--- src/rtl/kl_dispatcher.sv ---
// Key-lock bus dispatcher: sweeps a unique {row,col} lock tag into every PE, then
// broadcasts accepted key commands for KEY_HOLD cycles. Optional row-sweep: KL_DISPATCH_BCAST_EN.
module kl_dispatcher #(
    parameter int ROW_W    = 2,
    parameter int COL_W    = 2,
    parameter int NUM_ROWS = 3,
    parameter int NUM_COLS = 3,
    parameter int KEY_HOLD = 2
) (
    input  logic                     clk,
    input  logic                     rst,
    input  logic                     init_start,
    input  logic                     cmd_valid,
    output logic                     cmd_ready,
    input  logic [ROW_W-1:0]         cmd_row,
    input  logic [COL_W-1:0]         cmd_col,
`ifdef KL_DISPATCH_BCAST_EN
    input  logic                     cmd_bcast,
`endif
    output logic                     kl_type,
    output logic [ROW_W+COL_W-1:0]   kl_data,
    output logic [NUM_ROWS*NUM_COLS-1:0] kl_set,
    output logic                     init_done,
    output logic                     busy,
    output logic                     cmd_err,
    output logic [1:0]               state_dbg
);

    localparam int N      = NUM_ROWS * NUM_COLS;
    localparam int TAG_W  = ROW_W + COL_W;
    localparam int HOLD_W = (KEY_HOLD > 2) ? $clog2(KEY_HOLD) : 1;
    localparam logic [ROW_W-1:0]  ROW_MAX  = ROW_W'(NUM_ROWS - 1);
    localparam logic [COL_W-1:0]  COL_MAX  = COL_W'(NUM_COLS - 1);
    localparam logic [HOLD_W-1:0] HOLD_RLD = HOLD_W'(KEY_HOLD - 1);
    localparam logic [TAG_W-1:0]  NULL_TAG = '1;

    typedef enum logic [1:0] {
        S_IDLE  = 2'd0,
        S_INIT  = 2'd1,
        S_READY = 2'd2,
        S_KEY   = 2'd3
    } kl_state_e;

    // Handshake: a command transfers on a rising clk edge where cmd_valid and
    // cmd_ready are both high; cmd_* are sampled only on that edge. init_start in
    // READY wins over a simultaneous cmd_valid, which is then not taken.
    kl_state_e         state_q, state_d;
    logic [ROW_W-1:0]  cur_row_q, cur_row_d;
    logic [COL_W-1:0]  cur_col_q, cur_col_d;
    logic [HOLD_W-1:0] hold_q, hold_d;
    logic              bcast_q, bcast_d;
    logic              kl_type_q, kl_type_d;
    logic [TAG_W-1:0]  kl_data_q, kl_data_d;
    logic [N-1:0]      kl_set_q, kl_set_d;
    logic              init_done_q, init_done_d;
    logic              cmd_ready_q, cmd_ready_d;
    logic              busy_q, busy_d;
    logic              cmd_err_q, cmd_err_d;

    logic req_bcast;
    logic cmd_ok;

`ifdef KL_DISPATCH_BCAST_EN
    assign req_bcast = cmd_bcast;
`else
    assign req_bcast = 1'b0;
`endif

    // A row sweep ignores cmd_col, so only the row has to be in range.
    assign cmd_ok = (cmd_row <= ROW_MAX) && (req_bcast || (cmd_col <= COL_MAX));

    always_comb begin
        state_d     = state_q;
        cur_row_d   = cur_row_q;
        cur_col_d   = cur_col_q;
        hold_d      = hold_q;
        bcast_d     = bcast_q;
        init_done_d = init_done_q;
        cmd_err_d   = 1'b0;

        unique case (state_q)
            S_IDLE: begin
                if (init_start) begin
                    state_d     = S_INIT;
                    cur_row_d   = '0;
                    cur_col_d   = '0;
                    init_done_d = 1'b0;
                end
            end
            S_INIT: begin
                if (cur_col_q == COL_MAX) begin
                    cur_col_d = '0;
                    if (cur_row_q == ROW_MAX) begin
                        state_d     = S_READY;
                        init_done_d = 1'b1;
                    end else begin
                        cur_row_d = cur_row_q + 1'b1;
                    end
                end else begin
                    cur_col_d = cur_col_q + 1'b1;
                end
            end
            S_READY: begin
                if (init_start) begin
                    state_d     = S_INIT;
                    cur_row_d   = '0;
                    cur_col_d   = '0;
                    init_done_d = 1'b0;
                end else if (cmd_valid) begin
                    if (cmd_ok) begin
                        state_d   = S_KEY;
                        cur_row_d = cmd_row;
                        cur_col_d = req_bcast ? '0 : cmd_col;
                        hold_d    = HOLD_RLD;
                        bcast_d   = req_bcast;
                    end else begin
                        cmd_err_d = 1'b1;
                    end
                end
            end
            S_KEY: begin
                if (hold_q != '0) begin
                    hold_d = hold_q - 1'b1;
                end else if (bcast_q && (cur_col_q != COL_MAX)) begin
                    cur_col_d = cur_col_q + 1'b1;
                    hold_d    = HOLD_RLD;
                end else begin
                    state_d = S_READY;
                end
            end
            default: state_d = S_IDLE;
        endcase

        // Outputs are registered, so they are derived from the next state.
        kl_type_d   = (state_d != S_INIT);
        kl_data_d   = (state_d == S_INIT || state_d == S_KEY) ? {cur_row_d, cur_col_d} : NULL_TAG;
        kl_set_d    = '0;
        if (state_d == S_INIT)
            kl_set_d = (state_q == S_INIT) ? (kl_set_q << 1) : N'(1);
        cmd_ready_d = (state_d == S_READY);
        busy_d      = (state_d == S_INIT) || (state_d == S_KEY);
    end

    always_ff @(posedge clk or negedge rst) begin
        if (!rst) begin
            state_q     <= S_IDLE;
            cur_row_q   <= '0;
            cur_col_q   <= '0;
            hold_q      <= '0;
            bcast_q     <= 1'b0;
            kl_type_q   <= 1'b1;
            kl_data_q   <= NULL_TAG;
            kl_set_q    <= '0;
            init_done_q <= 1'b0;
            cmd_ready_q <= 1'b0;
            busy_q      <= 1'b0;
            cmd_err_q   <= 1'b0;
        end else begin
            state_q     <= state_d;
            cur_row_q   <= cur_row_d;
            cur_col_q   <= cur_col_d;
            hold_q      <= hold_d;
            bcast_q     <= bcast_d;
            kl_type_q   <= kl_type_d;
            kl_data_q   <= kl_data_d;
            kl_set_q    <= kl_set_d;
            init_done_q <= init_done_d;
            cmd_ready_q <= cmd_ready_d;
            busy_q      <= busy_d;
            cmd_err_q   <= cmd_err_d;
        end
    end

    assign kl_type   = kl_type_q;
    assign kl_data   = kl_data_q;
    assign kl_set    = kl_set_q;
    assign init_done = init_done_q;
    assign cmd_ready = cmd_ready_q;
    assign busy      = busy_q;
    assign cmd_err   = cmd_err_q;
    assign state_dbg = state_q;

endmodule

--- config.mk ---
export PLATFORM = sky130hd
export DESIGN_NAME = kl_dispatcher
export DESIGN_NICKNAME = d
export VERILOG_FILES = /design/src/rtl/kl_dispatcher.sv
export SDC_FILE = /design/constraint.sdc
export NUM_CORES = 1
export LEC_CHECK = 0
export BUFFER_PORTS_ARGS = -buffer_cell sky130_fd_sc_hd__buf_2
export CAP_MARGIN = 10
export CORE_ASPECT_RATIO = 1.25
export CORE_MARGIN = 4
export CORE_UTILIZATION = 40
export DETAILED_ROUTE_END_ITERATION = 6
export PLACE_DENSITY_LB_ADDON = 0.2
export SLEW_MARGIN = 20
export SYNTH_ARGS = -nofsm -noshare
export SYNTH_HDL_FRONTEND = slang
export SYNTH_SLANG_ARGS = --single-unit
--- constraint.sdc ---
create_clock -name clk -period 4.21 [get_ports clk]
set_clock_uncertainty 0.2 [all_clocks]
set_input_delay 0.6315 -clock clk [delete_from_list [all_inputs] [get_ports clk]]
set_output_delay 0.6315 -clock clk [all_outputs]
set_load 0.05 [all_outputs]
Word level (Yosys, flattened, before mapping)
Index checks and enable logic that the tools add are counted.
W data, S select, Z words.
- add/sub/neg operators: 3
- $lt $le $gt $ge: 2
- eq/ne operators: 15
- muxes and demuxes: 37
- reduce and logical (&&, ||, !) cells: 8
- operators with widths (operator ; count):
    $mux W2 ; 18
    $mux W9 ; 2
    $pmux W2 S4 ; 2
    $eq A2 B2 Y1 const B ; 6
    $mux W1 ; 11
    $ne A2 B2 Y1 const B ; 5
    $reduce_and A4 Y1 ; 2
    $pmux W2 S3 ; 1
    $add A2 B1 Y2 const B ; 2
    $eq A2 B1 Y1 const B ; 2
    $le A2 B2 Y1 const B ; 2
    $mux W4 ; 1
    $ne A2 B1 Y1 const B ; 2
    $pmux W1 S2 ; 2
    $reduce_bool A2 Y1 ; 2
    $logic_not A2 Y1 ; 1
    $reduce_or A2 Y1 ; 1
    $logic_and A1 B1 Y1 ; 1
    $logic_or A1 B1 Y1 ; 1
    $sub A1 B1 Y1 const B ; 1
- flip-flop bits (word level): 25
- input bits: 8
- output and inout port bits: 20
- logic and storage cells: 76

Longest topological paths before layout
Gate-level depths: netlist of run 1.
- depth in word-level cells: 9
- depth in mapped cells: 6
- depth with buffers taken out: 6

Worst setup path before layout of run 1
OpenSTA, ideal clock, no wires.
- path kind: flip-flop to flip-flop
- from: reg state_q[1], in the netlist state_dbg[1]
- to: reg cur_row_q[1]
- setup time: 124 ps
- arrival time: 1445 ps
- required time: 3886 ps
- path slack: 2441 ps
- stages on the path, launching flop included: 5
- buffers on the path: 0
- clock period less this slack: 1769 ps
- cell sequence: dfrtp_1 nand2_1 nor2_2 mux2i_1 o21ai_2
- cells in the longest elaborated chain, start to end: 2
- elaborated cells between the ends (all ways): 4
- those cells by class: eq/ne: 2; mux: 1; reduce/logical: 1
- RTL lines (item ; line ; text):
    start: declaration ; 47 ; kl_state_e state_q, state_d;
    start signal: assignment ; 159 ; state_q <= state_d;
    $eq A2 B2 Y1, or another cell as far along ; 81 ; unique case (state_q)
    $pmux W2 S3 (*) ; 81 ;
    via cur_row_d[1] ; 48 ; logic [ROW_W-1:0] cur_row_q, cur_row_d;
    end signal: assignment ; 160 ; cur_row_q <= cur_row_d;
    end: declaration ; 48 ;
The timed path passes the listed nets; every way through them passes the cells marked *.
A chain may end at the register's enable or synchronous reset.

Worst setup path in the final report of run 1
- from: reg state_q[1], in the netlist state_dbg[1]
- to: out state_dbg[1]
- RTL lines (item ; line ; text):
    end: declaration ; 26 ; output logic [1:0] state_dbg
No word-level cell between the ends.

==> metrics.md, run 1 <==
| Metric | Value |
|---|---|
| FP Rows | 21 |
| Post-cts sizing count | 0 |
| Starting density of the core | 42.12% |
| I/O Pins | 28 |
| # Post-CTS Setup Buffers | 0 |
| Slowest CP cell | dfrtp_1 |
| # diodes | 0 |
| Die area | 3773 sq um |
| Htree depth | 1 |
| Req. time, crit path | 3380 ps |
| Worst-Margin Slew | 575.8 ps |
| Routed Wire Length | 2134 um |
| Lkg Pwr | 0.6870 nW |
| Crit path time final | 2239 ps |
| Post-synth top area share | 43.91% |
| Nets@finish | 138 |
| Area Overhead vs Synth | 16.03% |
| Leading area contributor after synthesis | dfrtp_1 |
| Number of global-route vias before repair | 758 |
| Overflow after GRT | 0 |
| Post-Synth XOR/XNOR Area | 0% |
| Root Buffer | clkbuf_4 |
| CTS Buf Count | 3 |
| Yosys cell types | 31 |
| Pins over their slew limit | 0 |
| Worst slew margin | 61.61% |
| Worst vdd ir | 333.1 uV |
| CP Data Arrival Time | 1410 ps |
| Drt wl/cell | 13.25 um |
| Design area | 1323 sq um |
| Synth async-reset ratio | 100.0% |
| Worst slack at placement | 2297 ps |
| DRC violations left | 0 |
| First-pass GRT wire length | 3498 um |
| Worst-path clk slew | 120 ps |
| Startpoint Class | flip-flop |
| Clock Path Buffers | 2 |
| FF+latch count, synth | 25 |
| Simple logic cell fraction of the synthesized area | 17.23% |
| Routability cong. | 0.8764 |
| Pin count of the biggest net entering global routing | 26 |
| Pwr Density | 766.6 nW/um^2 |
| Worst path cell trace | buf_2 |
| Max Clk Rate | 0.4466 GHz |
| RSZ-0062 raised after global routing | false |
| Clock sink count | 25 |
| Share of layout cells above drive strength 1 | 35.43% |
| Most common cell in the netlist | dfrtp_1 |
| Clk Latency, worst-skew pair | 300 ps |
| HP Class | input port to asynchronous set/reset pin |
| Ys flop type | dfrtp_1 |
| # port buffers | 27 |
| Crit path max-delay family | flip-flops |
| WP buf/inv | 1 |
| Synthesis Warnings | 0 |
| ANT nets after route | 0 |
| Crit Path Class | flip-flop to output pin |
| Main combinational cell family by area after synthesis | simple AND/OR/NAND/NOR gates |
| Fin. Hold Viols | 0 |
| Sequential fraction of the synthesis area | 55.43% |
| DR vias/cell | 5.056 |
| CTS Hold Bufs | 0 |
| Initial antenna violation count | 0 |
| Crit-path max cell delay | 730 ps |
| Top post-synthesis cells by area | dfrtp_1, dfstp_2, and2_1 |
| Post-synth EDFFs | 0 |
| Worst setup margin | 1971 ps |
| GRT Total Usage | 12.10% |
| Die H | 67.69 um |
| # fillers | 269 |
| Mapped Area | 1140 sq um |
| MaxCap Viol Count | 0 |
| Width of the die | 55.75 um |
| Core Area | 2706 sq um |
| Drt first pass iters | 4 |
| Placement Cell Area | 1295 sq um |
| Synth Net Count | 108 |
| Worst-path maximum fanout | 15 |
| Synth Area in Adders | 2.195% |
| Hpwl dp | 1678 um |
| Outcome | finished, final reports clean |
| Setup TNS after final layout | 0 ps |
| Crit. End Element | output pin |
| Average cell area after synthesis | 11.63 sq um |
| Period utilisation layout | 53.18% |
| Initial detailed-routing violation count | 21 |
| Mux share of post-synthesis cell area | 3.732% |
| Synth Area in Compound Gates | 16.47% |
| Gate Count Post-Synth | 98 |
| CTS tree | yes |
| DR vias | 814 |
| Final setup viols | 0 |
| Synth cell count leaders | dfrtp_1, and2_1, inv_1, a21oi_1 |
[stage by stage]
stage	std cells	total power [W]	util (%)	hold slack, ps
2_1_floorplan	98	0.0008167	-	135.9
3_3_place_gp	157	0.0009214	47.85	255.5
3_5_place_dp	157	0.0009241	47.85	263.3
4_1_cts	161	0.001027	48.87	88.22
5_1_grt	161	0.001084	48.87	100.9
6_report	161	0.001014	48.87	81.56
[flip-flops by register name, summed over array words and instances, names as in the netlist]
signal	flops
kl_type	1
kl_set	9
hold_q	1
cmd_ready	1
cur_row_q	2
cmd_err	1
kl_data	4
init_done	1
cur_col_q	2
busy	1
state_dbg	2
[per-layer routing]
| metal | up-vias | part of all wire, % | global-route usage, % |
|---|---|---|---|
| li1 | 392 | - | - |
| met1 | 391 | 44 | 14.68 |
| met2 | 27 | 47 | 19.97 |
| met3 | 4 | 7.8 | 3.633 |
| met4 | 0 | 1.5 | 5.471 |
| met5 | - | 0 | 0 |
[worst paths after layout]
path	end	cells past startpoint	slack [ps]	from
max	state_dbg[1]	1	1970	state_dbg[1]$_DFF_PN0_
min	kl_set[1]$_DFF_PN0_	1	80	rst
max reg2reg	cur_row_q[1]$_DFF_PN0_	4	2380	state_dbg[1]$_DFF_PN0_
min reg2reg	kl_set[7]$_DFF_PN0_	1	290	kl_set[6]$_DFF_PN0_
max in group asynchronous	kl_data[0]$_DFF_PN1_	1	3370	rst
min in group clk	kl_set[7]$_DFF_PN0_	1	290	kl_set[6]$_DFF_PN0_
[final cells by class]
class | instances | area, sq um | share of cell area, %
inverter | 9 | 33.78 | 2.554
multi-input combinational | 62 | 451.7 | 34.15
tap | 34 | 42.54 | 3.217
clock buffer | 3 | 22.52 | 1.703
timing repair buffer | 27 | 135.1 | 10.22
clock inverter | 1 | 5.005 | 0.3784
sequential | 25 | 631.9 | 47.78
[cells by family (layout without fill, tap and decap cells)]
logic type | count (synthesis) | count (layout)
simple gates | 32 | 32
flops | 25 | 25
compound gates | 24 | 24
buf+inv | 11 | 40
mux | 4 | 4
fa+ha+maj | 2 | 2
[power breakdown]
part / internal (W) / leakage [nW] / total [W] / switching [W]
logic: 0.000158 / 0.358 / 0.000509 / 0.000351
clock network: 0.0000354 / 0.0177 / 0.000101 / 0.0000652
registers: 0.000329 / 0.312 / 0.000405 / 0.0000758
total: 0.000522 / 0.687 / 0.00101 / 0.000492
[layout by cell type, fill, tap and decap left out, types with 3 or more instances in the layout]
cell type	n
a21oi_1	7
and2_1	10
buf_2	27
clkbuf_4	3
dfrtp_1	20
dfstp_2	5
inv_1	9
nand2_1	6
nor2_1	6
[worst register-to-register path, cell delays in order, from the launching register on]
cell	delay [ps]
dfrtp_1	730
nand2_1	170
nor2_2	220
mux2i_1	330
o21ai_2	70
Note: power is estimated with default switching activity, not from simulation.
==> inputs of run 2 (changes only) <==
clock period = 1.9 ns   (was 4.21 ns; I/O delays follow)
==> run 2 against run 1 <==
Clock power grew 130%. Cell count grew 1.9%. Critical path depth is the same. Combinational power grew 140%. Final area grew 1.8%. Global-route usage grew 1.4 points. Non-clock buffer count grew 3.
==> metrics.md, run 2 (synthesis gave the netlist of run 1 again) <==
| Metric | Value |
|---|---|
| Outcome | finished, final reports clean |
| Pin count of the biggest net entering global routing | 26 (unchanged) |
| Crit. End Element | output pin |
| Pins over their slew limit | 0 (unchanged) |
| DRC violations left | 0 (unchanged) |
| Final Util | 49.75% (+0.88 points) |
| Clock Path Buffers | 2 (unchanged) |
| Crit Path Class | flip-flop to output pin |
| Share of layout cells above drive strength 1 | 35.38% (-0.048 points) |
| Die H | 67.69 um (unchanged) |
| Initial detailed-routing violation count | 22 (+4.8%) |
| Commonest non-fill, non-tap cell in the layout | buf_2 |
| # port buffers | 27 (unchanged) |
| First-pass GRT wire length | 3912 um (+12%) |
| Number of global-route vias before repair | 863 (+14%) |
| Grt peak-use layer | met2 |
| # fillers | 242 (-10%) |
| Crit-path max cell delay | 640 ps (-90 ps) |
| Worst-Margin Slew | 537.4 ps (-38.46 ps) |
| Internal power | 0.001186 W (+130%) |
| Worst-path clk slew | 130 ps (about the same) |
| Fin. Hold Viols | 0 (unchanged) |
| Max Clk Rate | 0.5555 GHz |
| Period utilisation layout | 94.74% |
| DR vias | 859 (+5.5%) |
| CP Data Arrival Time | 1320 ps (-90 ps) |
| Worst path cell trace | buf_2 |
| Post-cts sizing count | 0 (unchanged) |
| Slowest CP cell | dfrtp_1 |
| Flop pwr share | 37.2% (-2.7 points) |
| Req. time, crit path | 1410 ps (-1970 ps) |
| RSZ-0062 raised after global routing | false |
| FP Rows | 21 (unchanged) |
| Startpoint Class | flip-flop |
| Max reg flops | 9 (unchanged) |
| Hold WS | 24.38 ps (-57.18 ps) |
| Final setup viols | 0 (unchanged) |
| Hpwl dp | 1768 um (+5.4%) |
| MaxCap Viol Count | 0 (unchanged) |
| Htree depth | 1 (unchanged) |
| Setup TNS after final layout | 0 ps (unchanged) |
| Clk Latency, worst-skew pair | 310 ps (about the same) |
| Crit path max-delay family | flip-flops |
| CTS Buf Count | 3 (unchanged) |
| Worst-path maximum fanout | 11 (-4) |
| Core Area | 2706 sq um (unchanged) |
| Drt wl/cell | 13.84 um (+4.4%) |
| Root Buffer | clkbuf_4 |
| Worst vdd ir | 732.1 uV (+120%) |
| HP Class | input port to flip-flop |
| Met1 usage | 16.59% (+1.9 points) |
| Lkg Pwr | 0.6989 nW (+1.7%) |
| Worst slack at placement | 234.4 ps (-2062 ps) |
| Overflow after GRT | 0 (unchanged) |
| Crit path time final | 1800 ps |
| Routed Wire Length | 2270 um (+6.4%) |
| ANT nets after route | 0 (unchanged) |
| Nets@finish | 141 (+2.2%) |
| Starting density of the core | 42.12% (unchanged) |
| Switch share | 48.13% (-0.38 points) |
| Reg area | 631.9 sq um (unchanged) |
| Area of the multi-input gates | 451.7 sq um (unchanged) |
| Drt first pass iters | 4 (unchanged) |
| Initial antenna violation count | 0 (unchanged) |
| Worst slew margin | 64.18% (+2.6 points) |
| CTS tree | yes |
| GRT Total Usage | 13.46% (+1.4 points) |
| Clock sink count | 25 (unchanged) |
| Most frequent cells in the layout | buf_2, dfrtp_1, and2_1 |
| WP buf/inv | 1 (unchanged) |
| Width of the die | 55.75 um (unchanged) |
| Clock Power Share | 10.1% (+0.2 points) |
| Routability cong. | 0.8273 (-5.6%) |
| I/O Pins | 28 (unchanged) |
| DR vias/cell | 5.238 (+3.6%) |
| Worst setup margin | 99.93 ps (-1871 ps) |
| # Post-CTS Setup Buffers | 0 (unchanged) |
| Switch Pwr | 0.001101 W (+120%) |
| Logic pwr share | 52.8% (+2.6 points) |
| Area Overhead vs Synth | 18.11% |
| # diodes | 0 (unchanged) |
| Pwr Density | 1698 nW/um^2 (+120%) |
| Met3 global-route usage | 2.677% (-0.96 points) |
| Die area | 3773 sq um (unchanged) |
| Met2 Use GR | 22.49% (+2.5 points) |
-- run 2: changes by cell type in the layout (fill, tap and decap cells not counted), sizes merged --
cell         delta
buf             +2
clkinv          -1
dlygate4sd3     +1
clkbuf          +1
-- run 2: final cells by class --
type                       count  area share [%]
tap                           34           3.160
clock buffer                   4           1.952
timing repair buffer          30           11.90
multi-input combinational     62           33.55
sequential                    25           46.93
inverter                       9           2.509
-- run 2: layer usage --
layer	part of all wire, %	wire [um]
met5	0	0
met4	1.9	42
met3	6.0	136
met2	48	1092
met1	44	998
-- run 2: what timing repair did --
action	in CTS	in global routing
endpoints found under the hold margin	20	0
hold buffers	1	0
endpoints found under the setup margin	0	0
-- run 2: final timing paths --
path	startpoint	to	slack (ps)	cells past startpoint
worst max-delay path	state_dbg[0]$_DFF_PN0_	state_dbg[0]	100	1
worst min-delay path	cmd_valid	cmd_err$_DFF_PN0_	20	3
worst max register to register	state_dbg[0]$_DFF_PN0_	kl_data[0]$_DFF_PN1_	210	4
worst min register to register	kl_set[3]$_DFF_PN0_	kl_set[4]$_DFF_PN0_	290	1
max in group asynchronous	rst	kl_data[0]$_DFF_PN1_	860	2
min in group asynchronous	rst	kl_set[1]$_DFF_PN0_	270	2
-- run 2: power by group through the flow --
| stage | clock network, W | registers, W | logic (W) |
|---|---|---|---|
| after detailed placement | 0 | 0.000862 | 0.00122 |
| after global placement | 0 | 0.000855 | 0.00121 |
| after CTS | 0.000244 | 0.000851 | 0.00122 |
| final | 0.000230 | 0.000850 | 0.00121 |
| after global routing | 0.000272 | 0.000877 | 0.00130 |
| after floorplan | 0 | 0.00126 | 0.000548 |
-- run 2: stage by stage --
| stage | std cells | instance area (sq um) | total power (W) |
|---|---|---|---|
| after floorplan | 98 | 1140 | 0.001810 |
| after global placement | 159 | 1310 | 0.002061 |
| after detailed placement | 159 | 1310 | 0.002079 |
| after CTS | 164 | 1346 | 0.002318 |
| after global routing | 164 | 1346 | 0.002453 |
| final | 164 | 1346 | 0.002287 |
